===== config.mk =====
export PLATFORM = sky130hd
export DESIGN_NAME = fp_add_arbiter
export DESIGN_NICKNAME = d
export VERILOG_FILES = /design/src/rtl/fp_add_arbiter.sv
export SDC_FILE = /design/constraint.sdc
export NUM_CORES = 1
export LEC_CHECK = 0
export CAP_MARGIN = 40
export CORE_AREA = 2 2 162 164
export CTS_CLUSTER_SIZE = 8
export DETAILED_ROUTE_END_ITERATION = 6
export DIE_AREA = 0 0 164 166
export PLACE_DENSITY_LB_ADDON = 0.3
export SLEW_MARGIN = 20
export SYNTH_ARGS = -nofsm -noshare
export SYNTH_HDL_FRONTEND = slang
export SYNTH_SLANG_ARGS = --single-unit

===== constraint.sdc =====
create_clock -name clk_i -period 6.2 [get_ports clk_i]
set_input_delay 1.86 -clock clk_i [delete_from_list [all_inputs] [get_ports clk_i]]
set_output_delay 1.86 -clock clk_i [all_outputs]
set_load 0.01 [all_outputs]

===== src/rtl/fp_add_arbiter.sv =====
// Round-robin arbiter sharing one multi-cycle FP adder among N_REQ requesters.
// Each operation is bounded by a watchdog; a hung adder yields a qNaN error response.
module fp_add_arbiter #(
    parameter int N_REQ   = 4,
    parameter int ID_W    = 2,
    parameter int TIMEOUT = 64,
    parameter int CNT_W   = 16
) (
    input  logic                 clk_i,
    input  logic                 rst_i,
    input  logic [N_REQ-1:0]     req_valid_i,
    input  logic [32*N_REQ-1:0]  req_a_i,
    input  logic [32*N_REQ-1:0]  req_b_i,
    output logic [N_REQ-1:0]     req_ack_o,
    output logic                 fp_start_o,
    output logic [31:0]          fp_a_o,
    output logic [31:0]          fp_b_o,
    input  logic                 fp_done_i,
    input  logic [31:0]          fp_y_i,
    output logic                 rsp_valid_o,
    input  logic                 rsp_ready_i,
    output logic [ID_W-1:0]      rsp_id_o,
    output logic [31:0]          rsp_y_o,
    output logic                 rsp_err_o,
    output logic                 busy_o,
    output logic [CNT_W-1:0]     op_count_o
);

    localparam int TW = $clog2(TIMEOUT + 1);
    localparam logic [31:0] QNAN = 32'h7FC00000;

    typedef enum logic [1:0] {IDLE, ISSUE, WAIT, RESP} state_t;

    state_t            state_q;
    logic [N_REQ-1:0]  req_ack_q;
    logic              fp_start_q;
    logic [31:0]       fp_a_q, fp_b_q;
    logic              rsp_valid_q;
    logic [ID_W-1:0]   rsp_id_q;
    logic [31:0]       rsp_y_q;
    logic              rsp_err_q;
    logic              busy_q;
    logic [CNT_W-1:0]  op_count_q;
    logic [ID_W-1:0]   ptr_q;
    logic [ID_W-1:0]   id_q;
    logic [TW-1:0]     timer_q;

    logic              found_d;
    logic [ID_W-1:0]   gnt_d;
    logic [ID_W-1:0]   ptr_d;
    logic [ID_W-1:0]   idx_d;

    // First pending requester at or after ptr, wrapping at N_REQ-1.
    always_comb begin
        found_d = 1'b0;
        gnt_d   = '0;
        idx_d   = '0;
        for (int k = 0; k < N_REQ; k++) begin
            idx_d = ID_W'((int'(ptr_q) + k) % N_REQ);
            if (!found_d && req_valid_i[idx_d]) begin
                found_d = 1'b1;
                gnt_d   = idx_d;
            end
        end
        ptr_d = (gnt_d == ID_W'(N_REQ - 1)) ? '0 : gnt_d + ID_W'(1);
    end

    always_ff @(posedge clk_i) begin
        if (rst_i) begin
            state_q     <= IDLE;
            req_ack_q   <= '0;
            fp_start_q  <= 1'b0;
            fp_a_q      <= '0;
            fp_b_q      <= '0;
            rsp_valid_q <= 1'b0;
            rsp_id_q    <= '0;
            rsp_y_q     <= '0;
            rsp_err_q   <= 1'b0;
            busy_q      <= 1'b0;
            op_count_q  <= '0;
            ptr_q       <= '0;
            id_q        <= '0;
            timer_q     <= '0;
        end else begin
            req_ack_q  <= '0;
            fp_start_q <= 1'b0;
            case (state_q)
                IDLE: begin
                    if (found_d) begin
                        fp_a_q     <= req_a_i[32*gnt_d +: 32];
                        fp_b_q     <= req_b_i[32*gnt_d +: 32];
                        id_q       <= gnt_d;
                        ptr_q      <= ptr_d;
                        req_ack_q  <= N_REQ'(1) << gnt_d;
                        fp_start_q <= 1'b1;
                        busy_q     <= 1'b1;
                        state_q    <= ISSUE;
                    end
                end
                ISSUE: begin
                    timer_q <= '0;
                    state_q <= WAIT;
                end
                WAIT: begin
                    // A done on the timeout edge still counts as a normal result.
                    if (fp_done_i) begin
                        rsp_y_q     <= fp_y_i;
                        rsp_id_q    <= id_q;
                        rsp_err_q   <= 1'b0;
                        rsp_valid_q <= 1'b1;
                        state_q     <= RESP;
                    end else if (timer_q == TW'(TIMEOUT - 2)) begin
                        rsp_y_q     <= QNAN;
                        rsp_id_q    <= id_q;
                        rsp_err_q   <= 1'b1;
                        rsp_valid_q <= 1'b1;
                        state_q     <= RESP;
                    end else begin
                        timer_q <= timer_q + TW'(1);
                    end
                end
                RESP: begin
                    if (rsp_ready_i) begin
                        rsp_valid_q <= 1'b0;
                        op_count_q  <= op_count_q + CNT_W'(1);
                        busy_q      <= 1'b0;
                        state_q     <= IDLE;
                    end
                end
                default: state_q <= IDLE;
            endcase
        end
    end

    assign req_ack_o   = req_ack_q;
    assign fp_start_o  = fp_start_q;
    assign fp_a_o      = fp_a_q;
    assign fp_b_o      = fp_b_q;
    assign rsp_valid_o = rsp_valid_q;
    assign rsp_id_o    = rsp_id_q;
    assign rsp_y_o     = rsp_y_q;
    assign rsp_err_o   = rsp_err_q;
    assign busy_o      = busy_q;
    assign op_count_o  = op_count_q;

endmodule


==> metrics <==
Placed Cells=around 1500; mux contribution to synthesized area=0.06909; initial DRC count=462; Avg Cell Area, Syn=8.419 um^2; Worst path slowest cell=clkdlybuf4s50_1; GRT Total Usage=0.2021; largest net degree at the start of global routing=between 50 and 60; Worst VDD drop=160.9 uV; Die X=approximately 160 um; Yosys top cell area share=0.3886; Vias=7846; Max Cap Viol=0; Simple-Gate Fraction of Synth Area=0.1878; Worst-Margin Slew=0.8105 ns; worst r2r src=state_q[0]; post-synthesis xor/xnor area fraction=0.01511; final WL=roughly 28 mm; I/O Pins=418; compound-cell area share of the yosys netlist=0.2733; CTS Sinks=135; CP endpoint kind=flip-flop; worst-path maximum fanout=39; Combinational Power Share=0.450; most area-consuming cells after synthesis=dfxtp_1 39%, mux2i_1 6.9%, a21o_1 5.1%; Routed Antenna Nets=0; post-layout min period=4.284 ns; Vias per Instance=around 5; status=finished clean; CP Data Arrival Time=4.56 ns; Pins Over Slew Limit=0; CP Class=input port to flip-flop; Sw Ratio=0.3732; RSZ-0062 raised after global routing=false; Synth Flop Type=dfxtp_1; Reg-to-Reg End=fp_b_o[19]; Cell variety after synth=48; R2R depth=9; Setup TNS Final=0 ns; total power=0.004229 W; wire length of the first global-routing pass=approximately 43 mm; vias in the first global route=7659; First-pass DRT Iterations=6; crit start category=input port; Fill cells=2503; sequential fraction of the synthesis area=0.3886; sequential power share=0.309; top cells by count, synth=135 x dfxtp_1, 89 x nand2_1, 58 x nand3_1; period utilization=0.6910; die area=0.02722 mm^2; leakage=between 4 and 5 nW; # rows=59; Initial Util=0.2715; Worst-path clk slew=0.06 ns; worst hold endpoint=rsp_id_o[1]; post-DR wirelength/cell=approximately 18 um; Req. time, crit path=6.48 ns; Final Hold Viols=0; P_sw=0.001579 W; number of synthesized register bits=135; share of layout cells above drive strength 1=0.06727; Async SR Flop Fraction=0; Clk network pwr share=0.241; Final nets=between 1500 and 2000; Syn. warnings=0; top-count cell post-synth=dfxtp_1; largest stage delay on the critical path=0.56 ns; Setup Buffers After CTS=0; Final Non-Filler Cells=1555; fmax=233.4 MHz; initial antenna violation count=1; slew margin rel.=0.4526; H-tree depth=4; HPWL Detailed=20.49 mm; CTS Buffer Depth=2; Post-CTS Hold Buffers=0; CORE AREA=0.02562 mm^2; PostCTS Resize Cnt=0; synthesized-area fraction occupied by adder cells=0.01439; setup ws final=1.916 ns; Int Pwr=0.002651 W; Layout Skew=approximately 0.012 ns; syn_nets=1130; root buffer cell=clkbuf_16; post-synthesis cell area=around 0.007 mm^2; hold path startpoint=rsp_id_o[1]; CTS tree=yes; Mapped Cells=826; # setup viols final=0; WHS Path Cells=2; CTS Buf Count=17; largest area contributor in the netlist=dfxtp_1; routability cong.=0.7954; Die H=166 um; largest family of logic cells by synthesized area=compound AO/OA/AOI/OAI gates; number of synthesized flops with an enable pin=0; r2r setup slk=3.67 ns; setup slack at placement=~1.5 ns; Power Density=352.0 mW/mm^2; remaining global-route overflow=0; # DRC=0; area delta synth->final=72.76%; cells traversed along the worst timing path=clkdlybuf4s50_1 > nor4_1 > and2b_1 > nand2_2 > inv_2 > nand3_2 > buf_4 > a21o_1 > o211ai_1; Clock Latency Late Sink=0.43 ns; Worst Hold Class=flip-flop to flip-flop; Port Buf Inserts=417
==> per-layer routing <==
| layer | wire length [um] | track usage | vias to the layer above | share of wire |
|---|---|---|---|---|
| met3 | 2279 | 0.05744 | 36 | 0.080 |
| li1 | - | - | 3777 | - |
| met2 | 14130 | 0.3517 | 326 | 0.50 |
| met1 | 11350 | 0.2341 | 3707 | 0.40 |
| met4 | 686 | 0.07437 | 0 | 0.024 |
| met5 | 0 | 0 | - | 0 |
==> logic make-up after synthesis <==
| logic type | after synthesis |
|---|---|
| XOR/XNOR | 12 |
| buffers and inverters | 83 |
| flip-flops | 135 |
| AND/OR/NAND/NOR | 276 |
| adder cells (fa/ha/maj) | 8 |
| multiplexers | 48 |
| AO/OA/AOI/OAI | 264 |
==> critical path, delay by kind of cell <==
family	cells	cell delay, ns
AOI/OAI and AO/OA	2	0.21
and+or+nand+nor	4	1.29
buffers and inverters	3	1.14
==> registers in the layout, indices dropped and copies added, names as in the netlist, 4 cells and up <==
register	flops
req_ack_o	4
op_count_o	16
fp_b_o	32
timer_q	7
fp_a_o	32
rsp_y_o	32
==> how the worst max path moves through the flow <==
stage / start / cells after the start / to
2_1_floorplan: req_valid_i[2] / 7 / fp_b_o[10]
3_3_place_gp: req_valid_i[1] / 9 / fp_b_o[25]
3_5_place_dp: req_valid_i[1] / 9 / fp_a_o[1]
4_1_cts: req_valid_i[1] / 9 / fp_b_o[19]
5_1_grt: req_valid_i[1] / 9 / fp_b_o[19]
6_report: req_valid_i[1] / 9 / fp_b_o[19]
==> cell type report <==
| class | count | area, um^2 | share of cell area |
|---|---|---|---|
| clock buffers | 17 | 425.4 | 0.03541 |
| clock inverters | 15 | 152.6 | 0.01271 |
| well taps | 335 | 419.2 | 0.03489 |
| inverters | 10 | 37.54 | 0.003124 |
| diodes | 1 | 2.502 | 0.0002083 |
| flip-flops and latches | 135 | 2703 | 0.2250 |
| repair buffers | 434 | 4352 | 0.3622 |
| multi-input cells | 608 | 3923 | 0.3265 |
==> cells in the final DEF, fill, tap and decap left out, types with 19 or more instances in the layout <==
master           synthesis  final
nor2_1                  57     57
o21ai_0                 55     55
and3_1                  34     34
mux2i_1                 48     48
nand3_1                 58     57
a21oi_1                 19     19
o31ai_1                 19     19
a211oi_1                35     35
dfxtp_1                135    135
nand2_1                 89     89
a21o_1                  47     47
a22oi_1                 23     23
clkdlybuf4s50_1          0    416
o211ai_1                37     37
==> stage by stage <==
stage | hold slack, ns | util | area (um^2)
floorplan | 0.4321 | - | 6954
global placement | 0.4368 | 0.4435 | 11360
detailed placement | 0.4420 | 0.4458 | 11420
CTS | 0.4581 | 0.4683 | 12000
global route | 0.4764 | 0.4690 | 12010
finish | 0.4555 | 0.4690 | 12010
==> power groups by stage <==
stage | Clock [W] | Combinational (W) | Sequential (W)
2_1_floorplan | 0 | 0.000800 | 0.00142
3_3_place_gp | 0 | 0.00190 | 0.00132
3_5_place_dp | 0 | 0.00192 | 0.00132
4_1_cts | 0.00105 | 0.00193 | 0.00131
5_1_grt | 0.00109 | 0.00206 | 0.00134
6_report | 0.00102 | 0.00191 | 0.00131
Power figures use the tool's default switching activity.
==> variant 1: new RTL, same settings <==
Encoding of `state_t`: now Gray code (2 bits for 4 states).
--- a/src/rtl/fp_add_arbiter.sv
+++ b/src/rtl/fp_add_arbiter.sv
@@ -29,7 +29,7 @@
     localparam int TW = $clog2(TIMEOUT + 1);
     localparam logic [31:0] QNAN = 32'h7FC00000;
 
-    typedef enum logic [1:0] {IDLE, ISSUE, WAIT, RESP} state_t;
+    typedef enum logic [1:0] {IDLE = 2'b00, ISSUE = 2'b01, WAIT = 2'b11, RESP = 2'b10} state_t;
 
     state_t            state_q;
     logic [N_REQ-1:0]  req_ack_q;
Formal check against the unedited RTL: no difference found for any inputs over 4 cycles, from zero or initial values and one cycle with rst_i high; so few cycles prove little.
==> variant 1 against the original RTL <==
Area after synthesis down 7.5%. Final area down 4.3%. Worst setup slack better by 0.13 ns. Sequential cell count unchanged. Sequential share of layout area up 1.0 points. Wire length down 9.1%. Largest cell class unchanged. Worst hold slack better by 0.0038 ns.
Power is not compared: it rests on default switching activity, and its combinational part moved more than twofold at a synthesized area within 25%.
==> variant 1: results (changes against the original RTL) <==
[routing]
wl_met2_um = 12900  ; -9.0%
drt-total-wl_um = 25800  ; -9.1%
drt_first_pass_iters = 4  ; -2
m1WireLength_um = 10300  ; -9.6%

[synth]
seq_area_frac_synth_pct = 42.0  ; +3.2 points
synth_cell_type_count = 50  ; +4.2%
synth_common_cells = dfxtp_1 (135), mux2i_1 (128), nand2_1 (88), nor2_1 (75), o221ai_1 (59)
synth_area_leaders = dfxtp_1 (42%), mux2i_1 (20%), o221ai_1 (8.0%), nand2_1 (5.1%), nor2_1 (4.4%)

[global_routing]
grt_pass1_wl_um = 37700  ; -12%
met1_usage_pct = 20.2  ; -3.2 points
grt_usage_pct = 18.0  ; -2.2 points
grt_pass1_vias = 6609  ; -14%

[cells_and_area]
layout.nonclk_buf_share_pct = 37.6  ; +1.3 points
fill_cells = 2473  ; -1.2%
n_antenna_cell = 5  ; +4
multi_input_area_um2 = 3420  ; -13%
sh_seq_area_pct = 23.5  ; +1.0 points
buffers = 430  ; -0.92%
drive_gt1_share_pct = 5.98  ; -0.75 points
syn_to_final_growth_pct = 78.7

[setup_path]
r2r_slack_ns = 3.73  ; +0.06 ns
r2r_cells = 6  ; -3
worst_r2r_startpoint = ptr_q[0]
arrival_ns = 4.41  ; -0.15 ns
crit_slowest_cell = o221a_4

[worst_hold_path]
hold_end = fp_b_o[6]

[place]
place_congestion = 0.830  ; +4.4%
place_area_um2 = 10900  ; -4.7%
dp_hpwl_um = 19500  ; -4.7%
post-place-cells = 1390  ; -8.6%

[sta]
worst_pin_slew_ns = 0.848  ; +0.0373 ns
worst_hold_slack_ns = 0.459  ; +0.00384 ns

[run_status]
status = completed

==> variant 1: cell families (layout without fill, tap and decap cells) <==
logic type	after synthesis	count (layout)	synth area share, %
xor gates and xnor gates	16	16	2.18
AOI/OAI and AO/OA	123	123	15.4
muxes	128	128	19.9
adders and majority gates	3	3	0.584
and+or+nand+nor	214	214	14.7
buffers and inverters	56	468	5.14
other	0	5	0
DFF	135	135	42.0
==> variant 1: worst max path at each step <==
| stage | from | endpoint | cells past startpoint | slack, ns |
|---|---|---|---|---|
| 6_report | req_valid_i[1] | fp_a_o[29] | 7 | 2.05 |
| 2_1_floorplan | req_valid_i[0] | fp_a_o[12] | 8 | 3.00 |
| 5_1_grt | req_valid_i[1] | fp_a_o[29] | 7 | 1.90 |
| 3_5_place_dp | req_valid_i[1] | fp_a_o[29] | 7 | 1.60 |
| 3_3_place_gp | req_valid_i[1] | fp_a_o[24] | 7 | 1.56 |
| 4_1_cts | req_valid_i[1] | fp_a_o[29] | 7 | 2.04 |
==> variant 2: new RTL, same settings <==
Without the edit above. Change the parameter `CNT_W` from 16 to 20.
--- a/src/rtl/fp_add_arbiter.sv
+++ b/src/rtl/fp_add_arbiter.sv
@@ -4,7 +4,7 @@
     parameter int N_REQ   = 4,
     parameter int ID_W    = 2,
     parameter int TIMEOUT = 64,
-    parameter int CNT_W   = 16
+    parameter int CNT_W   = 20
 ) (
     input  logic                 clk_i,
     input  logic                 rst_i,
Interface: changed (resized op_count_o); port bits go from 418 to 422. No check against the original RTL was run, so the function may have changed too.
==> variant 2 against the original RTL <==
Worst setup slack better by 0.49 ns. Utilization grew 0.38 points. Area after synthesis down 0.27%. Worst hold slack gained 0.0064 ns. Sequential cell count is 4 higher. Wire length is 3.4% lower. Non-clock buffer count decreased by 1. First-iteration DRC count fell by 38%. Total power is 1.4% higher. Final area up 0.81%. Critical endpoint is now fp_b_o[3]. Largest cell class unchanged. Largest power group unchanged.
==> variant 2: results (changes against the original RTL) <==
[run_status]
status = completed

[setup_path]
r2r_slack_ns = 4.02  ; +0.35 ns
max_stage_delay_ns = 0.47  ; -0.09 ns
r2r_cells = 6  ; -3
worst_r2r_startpoint = ptr_q[0]

[cells_and_area]
n_sequential_cell = 139  ; +3.0%
multi_input_cells = 512  ; -16%
fill_cells = 2452  ; -2.0%
layout.nonclk_buf_share_pct = 36.4  ; +0.21 points
fin_area_um2 = 12100  ; +0.81%
clock_tree_area_fraction_pct = 5.20  ; +0.38 points
drive_gt1_share_pct = 8.61  ; +1.9 points
n_antenna_cell = 2  ; +1

[power]
peakVddDrop_uv = 174  ; +7.9%

[synth]
seq_area_frac_synth_pct = 40.1  ; +1.3 points
synth_cell_type_count = 47  ; -2.1%
synth_compound_area_share_pct = 17.7  ; -9.6 points
synth_common_cells = dfxtp_1 (139), mux2i_1 (128), nand2_1 (87), nor2_1 (81), o221ai_2 (40)
synthAdderAreaFrac_pct = 1.44  ; +0.0039 points
synth_xor_area_share_pct = 2.27  ; +0.76 points

[global_routing]
grt_pass1_wl_um = 40700  ; -5.0%
grt_pass1_vias = 6980  ; -8.9%
grt_usage_pct = 19.5  ; -0.68 points

[sta]
worst_pin_slew_ns = 0.794  ; -0.0165 ns

[routing]
route.met3.wl_um = 2190  ; -4.1%
routed.top_layer = met5
m1WireLength_um = 10500  ; -7.4%

[place]
pre_cts_ws_ns = 1.84  ; +0.365 ns
post-place-cells = 1428  ; -6.1%
place_congestion = 0.805  ; +1.2%

-- variant 2: cell count changes after synthesis, moves of 32 or more --
cell,delta
nand3_1,-49
a21o_1,-46
o211ai_1,-37
and3_1,-32
a211oi_1,-33
mux2i_1,+80
o221ai_2,+40
o21ai_0,-49
-- variant 2: power breakdown --
part | internal (mW) | leakage, nW | switching (mW)
Sequential | 1.16 | 1.14 | 0.161
Combinational | 1.01 | 2.99 | 0.881
Clock | 0.585 | 0.301 | 0.487
Total | 2.76 | 4.43 | 1.53
-- variant 2: worst min-delay path by stage --
stage	slack (ns)	start	endpoint	cells after the start
CTS	0.47	fp_a_o[16]	fp_a_o[16]	2
floorplan	0.43	id_q[0]	rsp_id_o[0]	2
detailed placement	0.45	fp_a_o[16]	fp_a_o[16]	2
global placement	0.44	fp_a_o[24]	fp_a_o[24]	2
global route	0.48	fp_b_o[16]	fp_b_o[16]	2
finish	0.46	fp_a_o[14]	fp_a_o[14]	2
